===== src/rtl/gps_rx_pkg.sv =====
// gps_rx_pkg: shared types and constants for the GPS C/A code acquisition block.
//   acq_state_e : search state machine encoding
//   tap_pair_t  : G2 phase-selector tap pair (stage numbers 1..10)
//   sv_taps()   : per-SV G2 tap table, SV1..SV32
//   phase_inc() : code-phase increment, wrapping 1022 -> 0
package gps_rx_pkg;

  typedef enum logic [2:0] {
    ST_IDLE,
    ST_SEARCH,
    ST_SLIP,
    ST_LOCK,
    ST_FAIL
  } acq_state_e;

  typedef struct packed {
    logic [3:0] s1;
    logic [3:0] s2;
  } tap_pair_t;

  localparam logic [9:0] G1_INIT   = 10'h3FF;
  localparam logic [9:0] G2_INIT   = 10'h3FF;
  localparam logic [5:0] SV_MIN    = 6'd1;
  localparam logic [5:0] SV_MAX    = 6'd32;
  localparam logic [9:0] PHASE_MAX = 10'd1022;

  // G2 phase-selector taps for each satellite.
  function automatic tap_pair_t sv_taps(input logic [5:0] sv);
    tap_pair_t tp;
    case (sv)
      6'd1:    tp = {4'd2, 4'd6};
      6'd2:    tp = {4'd3, 4'd7};
      6'd3:    tp = {4'd4, 4'd8};
      6'd4:    tp = {4'd5, 4'd9};
      6'd5:    tp = {4'd1, 4'd9};
      6'd6:    tp = {4'd2, 4'd10};
      6'd7:    tp = {4'd1, 4'd8};
      6'd8:    tp = {4'd2, 4'd9};
      6'd9:    tp = {4'd3, 4'd10};
      6'd10:   tp = {4'd2, 4'd3};
      6'd11:   tp = {4'd3, 4'd4};
      6'd12:   tp = {4'd5, 4'd6};
      6'd13:   tp = {4'd6, 4'd7};
      6'd14:   tp = {4'd7, 4'd8};
      6'd15:   tp = {4'd8, 4'd9};
      6'd16:   tp = {4'd9, 4'd10};
      6'd17:   tp = {4'd1, 4'd4};
      6'd18:   tp = {4'd2, 4'd5};
      6'd19:   tp = {4'd3, 4'd6};
      6'd20:   tp = {4'd4, 4'd7};
      6'd21:   tp = {4'd5, 4'd8};
      6'd22:   tp = {4'd6, 4'd9};
      6'd23:   tp = {4'd1, 4'd3};
      6'd24:   tp = {4'd4, 4'd6};
      6'd25:   tp = {4'd5, 4'd7};
      6'd26:   tp = {4'd6, 4'd8};
      6'd27:   tp = {4'd7, 4'd9};
      6'd28:   tp = {4'd8, 4'd10};
      6'd29:   tp = {4'd1, 4'd6};
      6'd30:   tp = {4'd2, 4'd7};
      6'd31:   tp = {4'd3, 4'd8};
      6'd32:   tp = {4'd4, 4'd9};
      default: tp = {4'd2, 4'd6};
    endcase
    return tp;
  endfunction

  function automatic logic [9:0] phase_inc(input logic [9:0] p);
    return (p == PHASE_MAX) ? 10'd0 : p + 10'd1;
  endfunction

endpackage


===== src/rtl/gps_ca_acquire_if.sv =====
// gps_ca_acquire_if: control, chip stream and status bundle of gps_ca_acquire.
//   sv_num/start          : search request (master -> slave)
//   chip_in/chip_valid    : received chip stream (master -> slave)
//   lock/fail/done        : search status (slave -> master)
//   code_phase/corr_count : slip count and last window agreement count
interface gps_ca_acquire_if;
  logic [5:0]  sv_num;
  logic        start;
  logic        chip_in;
  logic        chip_valid;
  logic        lock;
  logic        fail;
  logic        done;
  logic [9:0]  code_phase;
  logic [10:0] corr_count;

  modport master (
    output sv_num, start, chip_in, chip_valid,
    input  lock, fail, done, code_phase, corr_count
  );

  modport slave (
    input  sv_num, start, chip_in, chip_valid,
    output lock, fail, done, code_phase, corr_count
  );
endinterface


===== src/rtl/gps_rx_cagen.sv =====
// gps_rx_cagen: local C/A code generator (G1/G2 LFSR pair).
//   clk, rst : clock, asynchronous active-high reset
//   load     : reload both registers with all-ones (wins over advance)
//   advance  : step both registers by one chip
//   taps     : G2 phase-selector tap pair for the selected SV
//   chip     : current local chip, G1[10] ^ G2[s1] ^ G2[s2]
module gps_rx_cagen
  import gps_rx_pkg::*;
(
  input  logic      clk,
  input  logic      rst,
  input  logic      load,
  input  logic      advance,
  input  tap_pair_t taps,
  output logic      chip
);

  // Stage numbering follows the ICD: stage 1 is the input, stage 10 the output.
  logic [10:1] g1_q, g1_d;
  logic [10:1] g2_q, g2_d;

  always_comb begin
    g1_d = g1_q;
    g2_d = g2_q;
    if (load) begin
      g1_d = G1_INIT;
      g2_d = G2_INIT;
    end else if (advance) begin
      g1_d = {g1_q[9:1], g1_q[3] ^ g1_q[10]};
      g2_d = {g2_q[9:1], g2_q[2] ^ g2_q[3] ^ g2_q[6] ^ g2_q[8] ^ g2_q[9] ^ g2_q[10]};
    end
  end

  always_ff @(posedge clk or posedge rst) begin
    if (rst) begin
      g1_q <= G1_INIT;
      g2_q <= G2_INIT;
    end else begin
      g1_q <= g1_d;
      g2_q <= g2_d;
    end
  end

  assign chip = g1_q[10] ^ g2_q[taps.s1] ^ g2_q[taps.s2];

endmodule


===== src/rtl/gps_ca_acquire.sv =====
// gps_ca_acquire: serial C/A code-phase search for one SV.
//   gps_clk_fast : clock, rising edge
//   sync_rst_in  : asynchronous active-high reset
//   bus (slave)  : sv_num/start request, chip_in/chip_valid stream,
//                  lock/fail/done status, code_phase, corr_count
// Each window of CORR_LEN valid chips counts agreements with the local code.
// A failed window slips the local code one chip (one received chip is
// dropped without advancing the generator) and the search continues.
// Optional build macro GPS_CORR_TRACK_EN: keep correlating while locked and
// fall back to searching (phase wrapping 1022 -> 0) when a window misses.
module gps_ca_acquire
  import gps_rx_pkg::*;
#(
  parameter int CORR_LEN = 64,
  parameter int THRESH   = 56
)(
  input  logic            gps_clk_fast,
  input  logic            sync_rst_in,
  gps_ca_acquire_if.slave bus
);

  localparam logic [9:0]  WIN_LAST = 10'(CORR_LEN - 1);
  localparam logic [10:0] THRESH_C = 11'(THRESH);

  acq_state_e  state_q, state_d;
  logic [9:0]  code_phase_q, code_phase_d;
  logic [9:0]  win_q, win_d;
  logic [10:0] agree_q, agree_d;
  logic [10:0] corr_q, corr_d;
  logic        lock_q, lock_d;
  logic        fail_q, fail_d;
  logic        done_q, done_d;
  tap_pair_t   taps_q, taps_d;
`ifdef GPS_CORR_TRACK_EN
  // Failed windows since the search (re)started; phase wraps, so it can
  // no longer double as the give-up counter.
  logic [9:0]  miss_q, miss_d;
`endif

  logic        gen_load;
  logic        gen_adv;
  logic        local_chip;
  logic        sv_ok;
  logic        win_end;
  logic        give_up;
  logic [10:0] agree_inc;

  gps_rx_cagen u_cagen (
    .clk     (gps_clk_fast),
    .rst     (sync_rst_in),
    .load    (gen_load),
    .advance (gen_adv),
    .taps    (taps_q),
    .chip    (local_chip)
  );

  always_comb begin
    state_d      = state_q;
    code_phase_d = code_phase_q;
    win_d        = win_q;
    agree_d      = agree_q;
    corr_d       = corr_q;
    lock_d       = lock_q;
    fail_d       = fail_q;
    done_d       = 1'b0;
    taps_d       = taps_q;
    gen_load     = 1'b0;
    gen_adv      = 1'b0;
    sv_ok        = (bus.sv_num >= SV_MIN) && (bus.sv_num <= SV_MAX);
    win_end      = (win_q == WIN_LAST);
    agree_inc    = agree_q + {10'd0, (bus.chip_in == local_chip)};
`ifdef GPS_CORR_TRACK_EN
    miss_d       = miss_q;
    give_up      = (miss_q == PHASE_MAX);
`else
    give_up      = (code_phase_q == PHASE_MAX);
`endif

    if (bus.start) begin
      // Restart from any state; a chip arriving alongside start is dropped.
      gen_load     = 1'b1;
      code_phase_d = '0;
      win_d        = '0;
      agree_d      = '0;
      lock_d       = 1'b0;
`ifdef GPS_CORR_TRACK_EN
      miss_d       = '0;
`endif
      if (sv_ok) begin
        state_d = ST_SEARCH;
        fail_d  = 1'b0;
        taps_d  = sv_taps(bus.sv_num);
      end else begin
        state_d = ST_FAIL;
        fail_d  = 1'b1;
        done_d  = 1'b1;
      end
    end else if (bus.chip_valid) begin
      case (state_q)
        ST_SEARCH: begin
          gen_adv = 1'b1;
          if (win_end) begin
            win_d   = '0;
            agree_d = '0;
            corr_d  = agree_inc;
            if (agree_inc >= THRESH_C) begin
              state_d = ST_LOCK;
              lock_d  = 1'b1;
              done_d  = 1'b1;
            end else if (give_up) begin
              state_d = ST_FAIL;
              fail_d  = 1'b1;
              done_d  = 1'b1;
            end else begin
              state_d      = ST_SLIP;
              code_phase_d = phase_inc(code_phase_q);
`ifdef GPS_CORR_TRACK_EN
              miss_d       = miss_q + 10'd1;
`endif
            end
          end else begin
            win_d   = win_q + 10'd1;
            agree_d = agree_inc;
          end
        end

        // Swallow one chip with the generator frozen: local code falls one chip behind.
        ST_SLIP: state_d = ST_SEARCH;

        ST_LOCK: begin
          gen_adv = 1'b1;
          if (win_end) begin
            win_d   = '0;
            agree_d = '0;
`ifdef GPS_CORR_TRACK_EN
            corr_d  = agree_inc;
            if (agree_inc < THRESH_C) begin
              state_d      = ST_SLIP;
              lock_d       = 1'b0;
              code_phase_d = phase_inc(code_phase_q);
              miss_d       = '0;
            end
`endif
          end else begin
            win_d   = win_q + 10'd1;
            agree_d = agree_inc;
          end
        end

        default: ;
      endcase
    end
  end

  always_ff @(posedge gps_clk_fast or posedge sync_rst_in) begin
    if (sync_rst_in) begin
      state_q      <= ST_IDLE;
      code_phase_q <= '0;
      win_q        <= '0;
      agree_q      <= '0;
      corr_q       <= '0;
      lock_q       <= 1'b0;
      fail_q       <= 1'b0;
      done_q       <= 1'b0;
      taps_q       <= sv_taps(SV_MIN);
`ifdef GPS_CORR_TRACK_EN
      miss_q       <= '0;
`endif
    end else begin
      state_q      <= state_d;
      code_phase_q <= code_phase_d;
      win_q        <= win_d;
      agree_q      <= agree_d;
      corr_q       <= corr_d;
      lock_q       <= lock_d;
      fail_q       <= fail_d;
      done_q       <= done_d;
      taps_q       <= taps_d;
`ifdef GPS_CORR_TRACK_EN
      miss_q       <= miss_d;
`endif
    end
  end

  assign bus.lock       = lock_q;
  assign bus.fail       = fail_q;
  assign bus.done       = done_q;
  assign bus.code_phase = code_phase_q;
  assign bus.corr_count = corr_q;

endmodule


===== src/flat_wrapper.sv =====
// flat-port wrapper written by rule: the top's interface ports become plain ports
module gps_ca_acquire_flat import gps_rx_pkg::*;
#(
  parameter int CORR_LEN = 64,
  parameter int THRESH   = 56
)
  (gps_clk_fast, sync_rst_in, bus_sv_num, bus_start, bus_chip_in, bus_chip_valid, bus_lock, bus_fail, bus_done, bus_code_phase, bus_corr_count);
  gps_ca_acquire_if bus_i ();
  input  logic gps_clk_fast;
  input  logic sync_rst_in;
  input wire logic [$bits(bus_i.sv_num)-1:0] bus_sv_num;
  input wire logic [$bits(bus_i.start)-1:0] bus_start;
  input wire logic [$bits(bus_i.chip_in)-1:0] bus_chip_in;
  input wire logic [$bits(bus_i.chip_valid)-1:0] bus_chip_valid;
  output wire logic [$bits(bus_i.lock)-1:0] bus_lock;
  output wire logic [$bits(bus_i.fail)-1:0] bus_fail;
  output wire logic [$bits(bus_i.done)-1:0] bus_done;
  output wire logic [$bits(bus_i.code_phase)-1:0] bus_code_phase;
  output wire logic [$bits(bus_i.corr_count)-1:0] bus_corr_count;
  assign bus_i.sv_num = bus_sv_num;
  assign bus_i.start = bus_start;
  assign bus_i.chip_in = bus_chip_in;
  assign bus_i.chip_valid = bus_chip_valid;
  assign bus_lock = bus_i.lock;
  assign bus_fail = bus_i.fail;
  assign bus_done = bus_i.done;
  assign bus_code_phase = bus_i.code_phase;
  assign bus_corr_count = bus_i.corr_count;
  gps_ca_acquire #(.CORR_LEN(CORR_LEN), .THRESH(THRESH)) u_core (.gps_clk_fast(gps_clk_fast), .sync_rst_in(sync_rst_in), .bus(bus_i));
endmodule

===== config.mk =====
export PLATFORM = sky130hd
export DESIGN_NAME = gps_ca_acquire_flat
export DESIGN_NICKNAME = d
export VERILOG_FILES = /design/src/rtl/gps_rx_pkg.sv /design/src/rtl/gps_ca_acquire_if.sv /design/src/rtl/gps_rx_cagen.sv /design/src/rtl/gps_ca_acquire.sv /design/src/flat_wrapper.sv
export SDC_FILE = /design/constraint.sdc
export NUM_CORES = 1
export LEC_CHECK = 0
export ABC_AREA = 1
export CORE_MARGIN = 4
export CORE_UTILIZATION = 60
export CTS_BUF_LIST = sky130_fd_sc_hd__clkbuf_4
export DETAILED_ROUTE_END_ITERATION = 7
export PLACE_DENSITY = 0.84
export SYNTH_ARGS = -nofsm -noshare
export SYNTH_HDL_FRONTEND = slang
export SYNTH_HIERARCHICAL = 1
export SYNTH_SLANG_ARGS = --single-unit

===== constraint.sdc =====
create_clock -name gps_clk_fast -period 3 [get_ports gps_clk_fast]
set_input_delay 0.3 -clock gps_clk_fast [delete_from_list [all_inputs] [get_ports gps_clk_fast]]
set_output_delay 0.3 -clock gps_clk_fast [all_outputs]
set_load 0.01 [all_outputs]

# After elaboration in Yosys (flattened, before gate mapping)
# Memories as Yosys holds them, arrays and structs flattened. A register that Yosys moved wholly into a read port is not among the register bits.
# Index checks and enable logic that the tools add are counted.
# classes
add_sub_neg,3
n_mul,0
div,0
order_cmp,5
eq_ne,9
shifts,0
muxes,51
bitwise,9
reduce_logical,17
# ops
operator,n
10-bit 2-to-1 mux,14
11-bit 2-to-1 mux,4
1-bit 2-to-1 mux,24
10-bit by 1-bit adder with 10-bit output (second input constant),2
3-bit 2-to-1 mux,6
2-bit nonzero test,7
11-bit by 1-bit adder with 11-bit output,1
11-bit by 6-bit greater-or-equal comparator with 1-bit output (second input constant),1
10-bit == test (second input constant),1
10-bit by 6-bit == test with 1-bit output (second input constant),1
4-bit by 5-bit < comparator with 1-bit output (second input constant),2
5-bit AND reduction,2
1-bit binary-select mux with 4-bit select,2
4-bit AND reduction,2
1-bit bitwise XOR,8
3-bit by 2-bit == test with 1-bit output (second input constant),2
6-bit by 1-bit greater-or-equal comparator with 1-bit output (second input constant),1
6-bit less-or-equal comparator (second input constant),1
3-bit case mux with 2 select lines,1
2-bit != test (second input constant),2
2-bit AND reduction,2
3-bit by 1-bit == test with 1-bit output (second input constant),1
3-bit by 2-bit != test with 1-bit output (second input constant),1
3-bit AND reduction,1
5 further kinds,5
# totals
register_bits,68
latch_bits,0
ramBits,0
mem_bits_ro,512
output_inout_bits,24
elab_cells,105
memories,1
# memory_table
name,words,word_bits,read_ports,rd_clocked_by_memory_dff,wr,line_no,text
(name not given),64,8,1,1,0,gps_rx_pkg.sv:30,case (sv)

# Logic depth before layout (Yosys ltp)
# Gate-level depths: netlist of run 1.
# depth
word_depth,12
ltp_mapped,24
ltp_nobuf,24

# Cells and area by module
# Netlist of run 1, hierarchy kept.
# modules_own_cells
module,instances,cells_per_inst,area_per_inst_um2,seq_area_each_um2
gps_ca_acquire,1,435,3378.2,1405.1
gps_rx_cagen,1,164,1189.9,525.5

# Least setup slack after synthesis of run 1
# No wires, ideal clock.
# synth_timing
path_kind,flip-flop to flip-flop
from,register u_core/taps_q[5] (netlist name)
to,"register u_core.lock_q, in the netlist u_core/bus.lock"
setup_time_ps,122
arrival_ps,2554
slack_ps,324
path_stages_with_launch,22
n_path_buf,0
synth_period_minus_slack_ps,2676
path_cell_list,dfstp_2 -> inv_1 -> nand2_1 -> nand3_1 -> nand2_1 -> nand3_2 -> nand2_1 -> nand2_1 -> nand3_1 -> nand2_1 -> xnor2_1 -> ha_1 -> ha_1 -> nand3_2 -> o21ai_1 -> nand2_1 -> nor2_4 -> nand2_4 -> nor2_8 -> inv_2 -> a21oi_1 -> nor2_1
# synth_between
elab_chain_len,9
# synth_rtl
element,line_no,text
"start, declared",gps_ca_acquire.sv:33,"tap_pair_t taps_q, taps_d;"
"start signal, assigned",gps_ca_acquire.sv:165,taps_q <= sv_taps(SV_MIN);
"start signal, assigned",gps_ca_acquire.sv:178,taps_q <= taps_d;
1-bit binary-select mux with 4-bit select,gps_rx_cagen.sv:44,assign chip = g1_q[10] ^ g2_q[taps.s1] ^ g2_q[taps.s2];
1-bit 2-to-1 mux (implied by the code),gps_rx_cagen.sv:44,
1-bit bitwise XOR (2 in a row),gps_rx_cagen.sv:44,
named net u_core.local_chip,gps_ca_acquire.sv:42,logic local_chip;
1-bit == test,gps_ca_acquire.sv:71,"agree_inc = agree_q + {10'd0, (bus.chip_in == local_chip)};"
11-bit by 1-bit adder with 11-bit output,gps_ca_acquire.sv:71,
11-bit by 6-bit greater-or-equal comparator with 1-bit output,gps_ca_acquire.sv:106,if (agree_inc >= THRESH_C) begin
2-bit nonzero test (no source line),n/a,
4-bit AND reduction (no source line),n/a,
"end signal, assigned",gps_ca_acquire.sv:175,lock_q <= lock_d;
"end, declared",gps_ca_acquire.sv:30,"logic lock_q, lock_d;"
# The timed path passes the listed nets, and every way through them passes these cells. The select of a mux whose other input is x is not followed.
# A chain may end at the register's enable or synchronous reset.

# Final worst setup path of run 1
# layout_timing
from,register u_core/taps_q[5] (netlist name)
to,"register u_core.code_phase_q[2], in the netlist u_core/bus.code_phase[2]"
# layout_between
elab_chain_len,9
# layout_rtl
element,line_no,text
1-bit binary-select mux with 4-bit select,gps_rx_cagen.sv:44,
1-bit 2-to-1 mux (implied by the code),gps_rx_cagen.sv:44,
1-bit bitwise XOR (2 in a row),gps_rx_cagen.sv:44,
named net u_core.local_chip,gps_ca_acquire.sv:42,
1-bit == test,gps_ca_acquire.sv:71,
11-bit by 1-bit adder with 11-bit output,gps_ca_acquire.sv:71,
11-bit by 6-bit greater-or-equal comparator with 1-bit output,gps_ca_acquire.sv:106,
2-bit != test (no source line),n/a,
5-bit AND reduction (no source line),n/a,
"end signal, assigned",gps_ca_acquire.sv:171,code_phase_q <= code_phase_d;
"end, declared",gps_ca_acquire.sv:26,"logic [9:0] code_phase_q, code_phase_d;"
# The timed path passes the listed nets, and every way through them passes these cells. The select of a mux whose other input is x is not followed.

==> results of run 1 <==
[report_power, final]
group          internal (mW)  switching, mW
sequential              1.14         0.0902
clock                  0.258          0.382
combinational          0.238          0.377
[cells in the mapped netlist, types with 2 or more instances]
library cell	n	share of area, %
nand3_1	46	5.0
dfstp_2	23	13
nand2_2	7	0.96
buf_4	2	0.33
nand3_2	3	0.66
a21oi_1	29	3.2
xnor2_1	5	0.96
ha_1	10	2.7
nor2_2	5	0.68
o21ai_1	31	3.4
clkinv_1	2	0.16
a2bb2oi_1	3	0.58
nor3_2	2	0.44
dfrtp_1	53	29
o21ai_0	18	2.0
xor2_1	14	2.7
buf_2	11	1.2
nand4_1	15	2.1
nand2_1	160	13
o22ai_1	9	1.2
o211ai_1	7	1.2
clkbuf_1	3	0.25
o21bai_1	2	0.33
nor3_1	8	0.88
nor2_1	39	3.2
o31ai_1	2	0.33
inv_1	60	4.9
o21a_1	3	0.49
inv_2	11	0.90
[metrics by stage]
stage               area (µm²)  hold slack (ns)  utilization, %  TNS (ns)  worst slack [ns]
floorplan                 4568           0.4406               -         0            0.3239
global placement          4989           0.4577           68.05         0            0.1165
detailed placement        4989           0.4590           68.05   -0.4566          -0.05641
global route              5309           0.4521           72.42    -1.560           -0.1474
CTS                       5149           0.4228           70.23         0           0.01318
finish                    5309           0.4014           72.42  -0.01597         -0.006493
[routing by layer]
layer,part of all wire [%],GRT usage (%),wire (µm)
met5,0,0,0
met4,2.0,8.774,212
met3,5.9,4.499,632
met2,49,39.94,5288
met1,43,31.37,4624
[critical path: stages (launching register included)]
cell and delay, ns:
dfstp_2 0.60, inv_2 0.06, nand3_2 0.06, nand2_1 0.06
nand2_1 0.07, nand3_2 0.11, nand2_2 0.10, nand2_2 0.05
nand3_2 0.07, nand2_2 0.07, xnor2_2 0.13, ha_2 0.23
ha_4 0.17, buf_4 0.11, nand4_1 0.11, nand2_1 0.14
nor2_1 0.07, nand2_1 0.10, nand3_4 0.11, nor2_8 0.22
buf_6 0.15, nand4_1 0.08, nand2_1 0.08
[flip-flops by register name (all words and copies together), names as in the netlist]
| signal | flops |
|---|---|
| u_core/bus.corr_count | 11 |
| u_core/u_cagen/g2_q | 10 |
| u_core/bus.lock | 1 |
| u_core/bus.code_phase | 10 |
| u_core/u_cagen/g1_q | 10 |
| u_core/agree_q | 11 |
| u_core/bus.done | 1 |
| u_core/win_q | 10 |
| u_core/state_q | 3 |
| u_core/taps_q | 8 |
| u_core/bus.fail | 1 |
[cell type report]
cell class	instances	area share [%]
inverter	75	5.633
tap	99	2.333
clock buffer	9	1.273
sequential	76	36.41
clock inverter	7	1.414
multi-input combinational	432	44.54
timing repair buffer	47	8.390
[cells by family (layout without fill, tap and decap cells)]
| group | count (synthesis) | count (layout) | synth area share, % |
|---|---|---|---|
| XOR/XNOR | 19 | 19 | 3.643 |
| AO/OA/AOI/OAI | 109 | 110 | 13.78 |
| buffers and inverters | 92 | 138 | 8.600 |
| adder cells (fa/ha/maj) | 10 | 10 | 2.739 |
| AND/OR/NAND/NOR | 293 | 293 | 28.98 |
| flip-flops | 76 | 76 | 42.26 |
[worst max-delay path by stage]
| stage | slack [ns] | cells after the start | to |
|---|---|---|---|
| after floorplan | 0.32 | 21 | u_core/bus.lock$_DFFE_PP0P_ |
| after global placement | 0.12 | 23 | u_core/bus.code_phase[4]$_DFFE_PP0P_ |
| after detailed placement | -0.06 | 21 | u_core/bus.code_phase[6]$_DFFE_PP0P_ |
| after CTS | 0.01 | 21 | u_core/bus.code_phase[6]$_DFFE_PP0P_ |
| after global routing | -0.15 | 21 | u_core/bus.code_phase[8]$_DFFE_PP0P_ |
| final | -0.006 | 22 | u_core/bus.code_phase[2]$_DFFE_PP0P_ |
[cell usage in the layout, fill, tap and decap left out, types with 4 or more instances in the layout]
cell type / count
nand3_2: 6
a21oi_1: 28
clkbuf_4: 9
nand4_1: 15
xnor2_1: 4
dfrtp_1: 51
nor2_4: 4
nor3_1: 8
clkdlybuf4s50_1: 34
inv_1: 55
xor2_1: 14
inv_2: 15
nand3_1: 42
nand2_2: 14
o211ai_1: 7
nor2_1: 38
ha_1: 8
o21ai_1: 29
nand2_1: 152
o22ai_1: 9
buf_4: 11
o21ai_0: 18
dfstp_2: 23
[what timing repair did]
item	4_1_cts	5_1_grt
endpoints found under the setup margin	13	16
gates resized for setup	3	33
pin swaps	0	23
gates cloned	0	2
buffers inserted	0	5
==> results.sh, run 1 <==
export IMPL_status="finished with violations"
export IMPL_violations="negative setup slack"
export IMPL_cts_tree="built"
export IMPL_slew_headroom_pct=48.42
export IMPL_post_route_min_period_ns=3.006
export IMPL_die_y_um=95.26
export IMPL_dr_first_iter_drc_count=325
export IMPL_coreArea_um2=7331
export IMPL_synth_area_um2=4568
export IMPL_synth_edf_count=0
export IMPL_grt_remaining_overflow=0
export IMPL_r2r_end="u_core/bus.code_phase[2]$_DFFE_PP0P_"
export IMPL_grt_pass1_wl_um=17220
export IMPL_power_density_nw_per_um2=468.5
export IMPL_diodes=0
export IMPL_yosysSeqAreaShare_pct=42.26
export IMPL_rsz0062_at_grt="true"
export IMPL_dieArea_um2=9074
export IMPL_cts_buffers=9
export IMPL_ys_ff_latch=76
export IMPL_fillCellCount=560
export IMPL_ff_latch_area_um2=1933
export IMPL_globalRouteTotalUtil_pct=24.07
export IMPL_wl_per_cell_um=14.44
export IMPL_grt_pass1_vias=3865
export IMPL_synthFlopType="dfrtp_1"
export IMPL_worstSetupPathType="flop to flop"
export IMPL_min_period_over_period_pct=100.2
export IMPL_fin_total_pwr_mw=2.487
export IMPL_fmax_mhz=332.6
export IMPL_finalNonFillerCells=745
export IMPL_num_io_pins=35
export IMPL_multi_input_area_um2=2365
export IMPL_cp_start_kind="flop"
export IMPL_cts_root_buf="clkbuf_4"
export IMPL_drive_above_1_share_pct=17.65
export IMPL_syn_nets=620
export IMPL_ant_nets=0
export IMPL_cts_buffer_depth=2
export IMPL_die_w_um=95.26
export IMPL_async_flop_share_pct=100.0
export IMPL_clk_pin_slew_ns=0.13
export IMPL_finalWorstSetupSlack_ns=-0.006493
export IMPL_syn2layout_area_growth_pct=16.21
export IMPL_initial_utilization_pct=62.31
export IMPL_syn_area_per_cell_um2=7.626
export IMPL_grt_max_degree=57
export IMPL_clock_skew_final_ns=0.02101
export IMPL_drtPass1Iterations=5
export IMPL_synth_cells=599
export IMPL_crit_start="u_core/taps_q[5]$_DFFE_PP1P_"
export IMPL_setup_viol=3
export IMPL_postCtsHoldBufs=0
export IMPL_via_count=4311
export IMPL_cp_data_arrival_time_ns=3.39
export IMPL_irDropWorstVdd_v=0.0002738
export IMPL_row_count=31
export IMPL_maxSlewViolCount=0
export IMPL_cp_end_kind="flop"
export IMPL_htreeDepth=3
export IMPL_cts_sinks=76
export IMPL_ff2ff_setup_slack_ns=-0.006
export IMPL_dp_cells=722
export IMPL_ys_warn_count=6
export IMPL_required_ns=3.38
export IMPL_clk_latency_ns=0.43
export IMPL_worst_r2r_cell_count=22
export IMPL_holdCritPathClass="input port to asynchronous set/reset pin"
export IMPL_layout_nets=662
export IMPL_path_max_fanout=6
export IMPL_cap_viol_max_count=0
export IMPL_antenna_found_initial=0
export IMPL_globalplace_congestion=0.9107
export IMPL_hold_viol=0
export IMPL_drc=0
export IMPL_routed_wl_um=10760
export IMPL_hpwlAfterDp_um=7431
export IMPL_yosysUniqueCellTypes=45
export IMPL_numPortBuffers=34
export IMPL_leakage_nw=2.512
export IMPL_rr_startpoint="u_core/taps_q[5]$_DFFE_PP1P_"
export IMPL_routed_via_density=5.787
export IMPL_worstMarginPinSlew_ns=0.7719
Note: power is estimated with default switching activity, not from simulation.
==> inputs of run 2 (changes only) <==
CAP_MARGIN = 20   (was default)
DONT_BUFFER_PORTS = 1   (was default)
PLACE_DENSITY = 0.78   (was 0.84)
SKIP_CTS_REPAIR_TIMING = 1   (was default)
==> results.sh, run 2 (same netlist as run 1, synthesis figures left out) <==
export IMPL_final_common_cell="nand2_1"
export IMPL_routed_top_layer="met4"
export IMPL_clock_skew_final_ns=0.03031
export IMPL_holdCritPathClass="input port to flop"
export IMPL_cts_sinks=76
export IMPL_hpwlAfterDp_um=7060
export IMPL_status="finished with violations"
export IMPL_slew_headroom_pct=51.26
export IMPL_drc=0
export IMPL_post_route_min_period_ns=3.049
export IMPL_via_count=4107
export IMPL_layout_nets=636
export IMPL_htreeDepth=3
export IMPL_leakage_nw=2.411
export IMPL_drtPass1Iterations=5
export IMPL_path_max_fanout=6
export IMPL_cts_root_buf="clkbuf_4"
export IMPL_globalRouteTotalUtil_pct=22.64
export IMPL_worstSetupPathType="flop to flop"
export IMPL_place_area_um2=4641
export IMPL_cp_data_arrival_time_ns=3.41
export IMPL_die_y_um=95.26
export IMPL_cp_end_kind="flop"
export IMPL_ant_nets=0
export IMPL_cts_buffers=9
export IMPL_clk_latency_ns=0.42
export IMPL_final_util_pct=68.58
export IMPL_min_period_over_period_pct=101.6
export IMPL_fin_total_pwr_mw=2.501
export IMPL_cts_tree="built"
export IMPL_clk_pin_slew_ns=0.13
export IMPL_dr_first_iter_drc_count=253
export IMPL_cap_viol_max_count=0
export IMPL_num_io_pins=35
export IMPL_rsz0062_at_grt="true"
export IMPL_wl_per_cell_um=14.53
export IMPL_diodes=0
export IMPL_routed_via_density=5.712
export IMPL_place_ws_ns=-0.02816
export IMPL_hold_viol=0
export IMPL_power_density_nw_per_um2=497.4
export IMPL_numPortBuffers=0
export IMPL_die_w_um=95.26
export IMPL_fin_hold_ws_ns=0.01300
export IMPL_finalWorstSetupSlack_ns=-0.04875
export IMPL_fmax_mhz=328.0
export IMPL_required_ns=3.36
export IMPL_violations="negative setup slack"
export IMPL_cts_buffer_depth=2
export IMPL_initial_utilization_pct=62.31
export IMPL_grt_remaining_overflow=0
export IMPL_grt_pass1_vias=3675
export IMPL_wl_met2_um=5055
export IMPL_maxSlewViolCount=0
export IMPL_grt_max_degree=31
export IMPL_worstMarginPinSlew_ns=0.7304
export IMPL_grt_pass1_wl_um=16440
export IMPL_coreArea_um2=7331
export IMPL_syn2layout_area_growth_pct=10.05
export IMPL_antenna_found_initial=0
export IMPL_row_count=31
export IMPL_drive_above_1_share_pct=16.29
export IMPL_wl_met1_um=4601
export IMPL_globalplace_congestion=0.8819
export IMPL_dieArea_um2=9074
export IMPL_cp_start_kind="flop"
export IMPL_routed_wl_um=10450
export IMPL_route_met3_wl_um=546
export IMPL_setup_viol=6
export IMPL_irDropWorstVdd_v=0.0003427
export IMPL_final_area_um2=5027
export IMPL_final_cell_mix="nand2_1 (156), inv_1 (58), dfrtp_1 (53), nand3_1 (45), nor2_1 (38)"
==> run 2: worst paths after layout <==
kind / start / to / slack (ns) / cells past startpoint
min in group asynchronous: sync_rst_in / u_core/u_cagen/g1_q[9]$_DFFE_PP1P_ / 0.26 / 1
max in group asynchronous: sync_rst_in / u_core/taps_q[5]$_DFFE_PP1P_ / 1.78 / 3
setup / recovery: u_core/taps_q[1]$_DFFE_PP1P_ / u_core/bus.code_phase[2]$_DFFE_PP0P_ / -0.05 / 21
setup reg to reg: u_core/taps_q[1]$_DFFE_PP1P_ / u_core/bus.code_phase[2]$_DFFE_PP0P_ / -0.05 / 21
hold / removal: bus_start / u_core/u_cagen/g1_q[10]$_DFFE_PP1P_ / 0.01 / 2
hold reg to reg: u_core/u_cagen/g1_q[9]$_DFFE_PP1P_ / u_core/u_cagen/g1_q[9]$_DFFE_PP1P_ / 0.48 / 2
==> run 2: layout make-up <==
cell class | count | area (µm²)
clock buffer | 10 | 75.07
clock inverter | 6 | 88.84
fill | 574 | 2303
inverter | 75 | 299.0
multi-input combinational | 433 | 2333
sequential | 76 | 1931
tap | 99 | 123.9
timing repair buffer | 20 | 176.4
==> run 2: per-layer routing <==
metal	vias to the layer above	GRT usage [%]
met3	26	4.104
met5	-	0
met2	147	37.49
li1	2012	-
met1	1922	29.90
met4	0	7.572
==> run 2: stage by stage <==
stage,TNS [ns],instances
global placement,0,687
global route,-1.982,719
CTS,-0.5747,703
detailed placement,-0.2102,687
floorplan,0,599
finish,-0.2172,719
==> run 2: worst max-delay path, cell delays in order, from the launching register on <==
cell     delay [ns]
dfstp_2        0.60
inv_1          0.10
nand3_1        0.11
nand4_1        0.13
nand2_1        0.09
nand2_1        0.04
nand2_1        0.07
nand3_1        0.08
nand2_1        0.09
xnor2_1        0.13
ha_2           0.23
ha_4           0.17
nand3_4        0.09
nand2_1        0.11
nand2_1        0.08
nor2_1         0.14
nand2_2        0.09
nand3_4        0.14
nor2_8         0.08
a21oi_4        0.21
nand2_1        0.09
nand2_1        0.11
==> run 2: where the power goes <==
part           total (mW)  leakage, nW  switching, mW  internal [mW]
Sequential           1.24        0.966         0.0945           1.14
Combinational       0.545         1.36          0.336          0.208
Clock               0.721       0.0830          0.372          0.349
==> inputs of run 3 (changes only) <==
HOLD_SLACK_MARGIN = 0.1   (was default)
==> results.sh, run 3 (same netlist as run 1, synthesis figures left out) <==
export IMPL_via_count=4141
export IMPL_row_count=31
export IMPL_numPortBuffers=0
export IMPL_dr_first_iter_drc_count=272
export IMPL_post_route_min_period_ns=3.059
export IMPL_clk_latency_ns=0.42
export IMPL_path_max_fanout=6
export IMPL_required_ns=3.36
export IMPL_cp_common_cell="nand2_1"
export IMPL_p_switching_mw=0.8117
export IMPL_globalplace_congestion=0.8819
export IMPL_wl_per_cell_um=14.55
export IMPL_fin_hold_ws_ns=0.1257
export IMPL_hold_viol=0
export IMPL_worstSetupPathType="flop to flop"
export IMPL_die_y_um=95.26
export IMPL_setup_viol=6
export IMPL_tns_ns=-0.2417
export IMPL_status="finished with violations"
export IMPL_min_from="bus_sv_num[4]"
export IMPL_routed_via_density=5.680
export IMPL_final_util_pct=69.94
export IMPL_syn2layout_area_growth_pct=12.24
export IMPL_cp_start_kind="flop"
export IMPL_cts_buffers=9
export IMPL_violations="negative setup slack"
export IMPL_htreeDepth=3
export IMPL_num_io_pins=35
export IMPL_diodes=0
export IMPL_final_cell_mix="nand2_1 (156), inv_1 (58), dfrtp_1 (53), nand3_1 (45), nor2_1 (38)"
export IMPL_power_density_nw_per_um2=492.8
export IMPL_worstMarginPinSlew_ns=0.7266
export IMPL_cp_slowest_stage_delay_ns=0.58
export IMPL_grt_max_degree=31
export IMPL_rsz0062_at_grt="true"
export IMPL_layout_nets=646
export IMPL_finalWorstSetupSlack_ns=-0.05929
export IMPL_dieArea_um2=9074
export IMPL_clock_skew_final_ns=0.03021
export IMPL_maxSlewViolCount=0
export IMPL_cts_buffer_depth=2
export IMPL_cts_sinks=76
export IMPL_path_delay_family="simple AND/OR/NAND/NOR gates"
export IMPL_drive_above_1_share_pct=16.03
export IMPL_grt_pass1_wl_um=16440
export IMPL_drc=0
export IMPL_critPathSlowestCell="dfstp_2"
export IMPL_grt_remaining_overflow=0
export IMPL_p_clk_share_pct=28.7
export IMPL_cts_root_buf="clkbuf_4"
export IMPL_cap_viol_max_count=0
export IMPL_cts_tree="built"
export IMPL_antenna_found_initial=0
export IMPL_min_period_over_period_pct=102.0
export IMPL_p_int_mw=1.715
export IMPL_p_seq_share_pct=48.9
export IMPL_ant_nets=0
export IMPL_worstPathCellList="inv_1 > nand2_1 > nand3_1 > o21ai_1 > nand2_1 > nand2_1 > nand2_1 > nand3_1 > nand2_1 > xnor2_1 > ha_2 > ha_4 > nand3_4 > nand2_1 > nand2_1 > nor2_1 > nand2_2 > nand3_4 > nor2_8 > a21oi_4 > nand2_1 > nand2_1"
export IMPL_crit_start="u_core/u_cagen/g2_q[9]$_DFFE_PP1P_"
export IMPL_die_w_um=95.26
export IMPL_initial_utilization_pct=62.31
export IMPL_grt_pass1_vias=3675
export IMPL_coreArea_um2=7331
export IMPL_path_buf_inv=1
export IMPL_fmax_mhz=326.9
export IMPL_combPwrFrac_pct=22.4
export IMPL_hpwlAfterDp_um=7060
export IMPL_clk_pin_slew_ns=0.13
export IMPL_irDropWorstVdd_v=0.0003432
export IMPL_rr_startpoint="u_core/u_cagen/g2_q[9]$_DFFE_PP1P_"
export IMPL_routed_wl_um=10610
export IMPL_cp_end_kind="flop"
export IMPL_final_common_cell="nand2_1"
export IMPL_cp_data_arrival_time_ns=3.42
export IMPL_switching_share_pct=32.12
export IMPL_slew_headroom_pct=51.51
export IMPL_drtPass1Iterations=4
export IMPL_leakage_nw=2.458
export IMPL_globalRouteTotalUtil_pct=22.64
export IMPL_fin_total_pwr_mw=2.527
export IMPL_holdCritPathClass="input port to flop"
## run 3: final cells by class
cell class | instances | area [µm²]
tap | 99 | 123.9
multi-input combinational | 433 | 2333
inverter | 75 | 299.0
sequential | 76 | 1931
timing repair buffer | 30 | 276.5
fill | 566 | 2203
clock inverter | 6 | 88.84
clock buffer | 10 | 75.07
## run 3: worst paths after layout
check                                                       endpoint  slack (ns)  cells past startpoint
worst max-delay path            u_core/bus.code_phase[2]$_DFFE_PP0P_       -0.06                     22
worst min-delay path                    u_core/taps_q[5]$_DFFE_PP1P_        0.13                      3
worst max register to register  u_core/bus.code_phase[2]$_DFFE_PP0P_       -0.06                     22
worst min register to register    u_core/u_cagen/g1_q[8]$_DFFE_PP1P_        0.48                      2
max in group asynchronous               u_core/taps_q[5]$_DFFE_PP1P_        1.77                      3
min in group asynchronous         u_core/u_cagen/g1_q[6]$_DFFE_PP1P_        0.26                      1
## run 3: per-layer routing
metal	GRT usage, %	part of all wire (%)	routed length (µm)
met1	29.90	44	4646
met2	37.49	49	5163
met3	4.104	5.4	576
met4	7.572	2.1	222
met5	0	0	0
## run 3: worst reg2reg max path, cell delays in order, from the launching register on
cell and delay (ns):
dfstp_2 0.58, inv_1 0.08, nand2_1 0.10, nand3_1 0.09, o21ai_1 0.10, nand2_1 0.08, nand2_1 0.06, nand2_1 0.06
nand3_1 0.08, nand2_1 0.08, xnor2_1 0.17, ha_2 0.23, ha_4 0.17, nand3_4 0.09, nand2_1 0.11, nand2_1 0.08
nor2_1 0.14, nand2_2 0.09, nand3_4 0.13, nor2_8 0.08, a21oi_4 0.21, nand2_1 0.10, nand2_1 0.11
## run 3: power by group through the flow
stage                     registers [mW]  clock network, mW  logic, mW
after global routing                1.25              0.772      0.638
after detailed placement            1.25                  0      0.500
final                               1.24              0.724      0.567
after global placement              1.25                  0      0.486
after floorplan                     1.22                  0      0.418
after CTS                           1.23              0.736      0.505
## run 3: stage by stage
stage	cells	setup slack [ns]	area [µm²]
2_1_floorplan	599	0.3239	4568
3_3_place_gp	687	0.08054	4641
3_5_place_dp	687	-0.02816	4641
4_1_cts	703	-0.05540	4805
5_1_grt	729	-0.1712	5127
6_report	729	-0.05929	5127
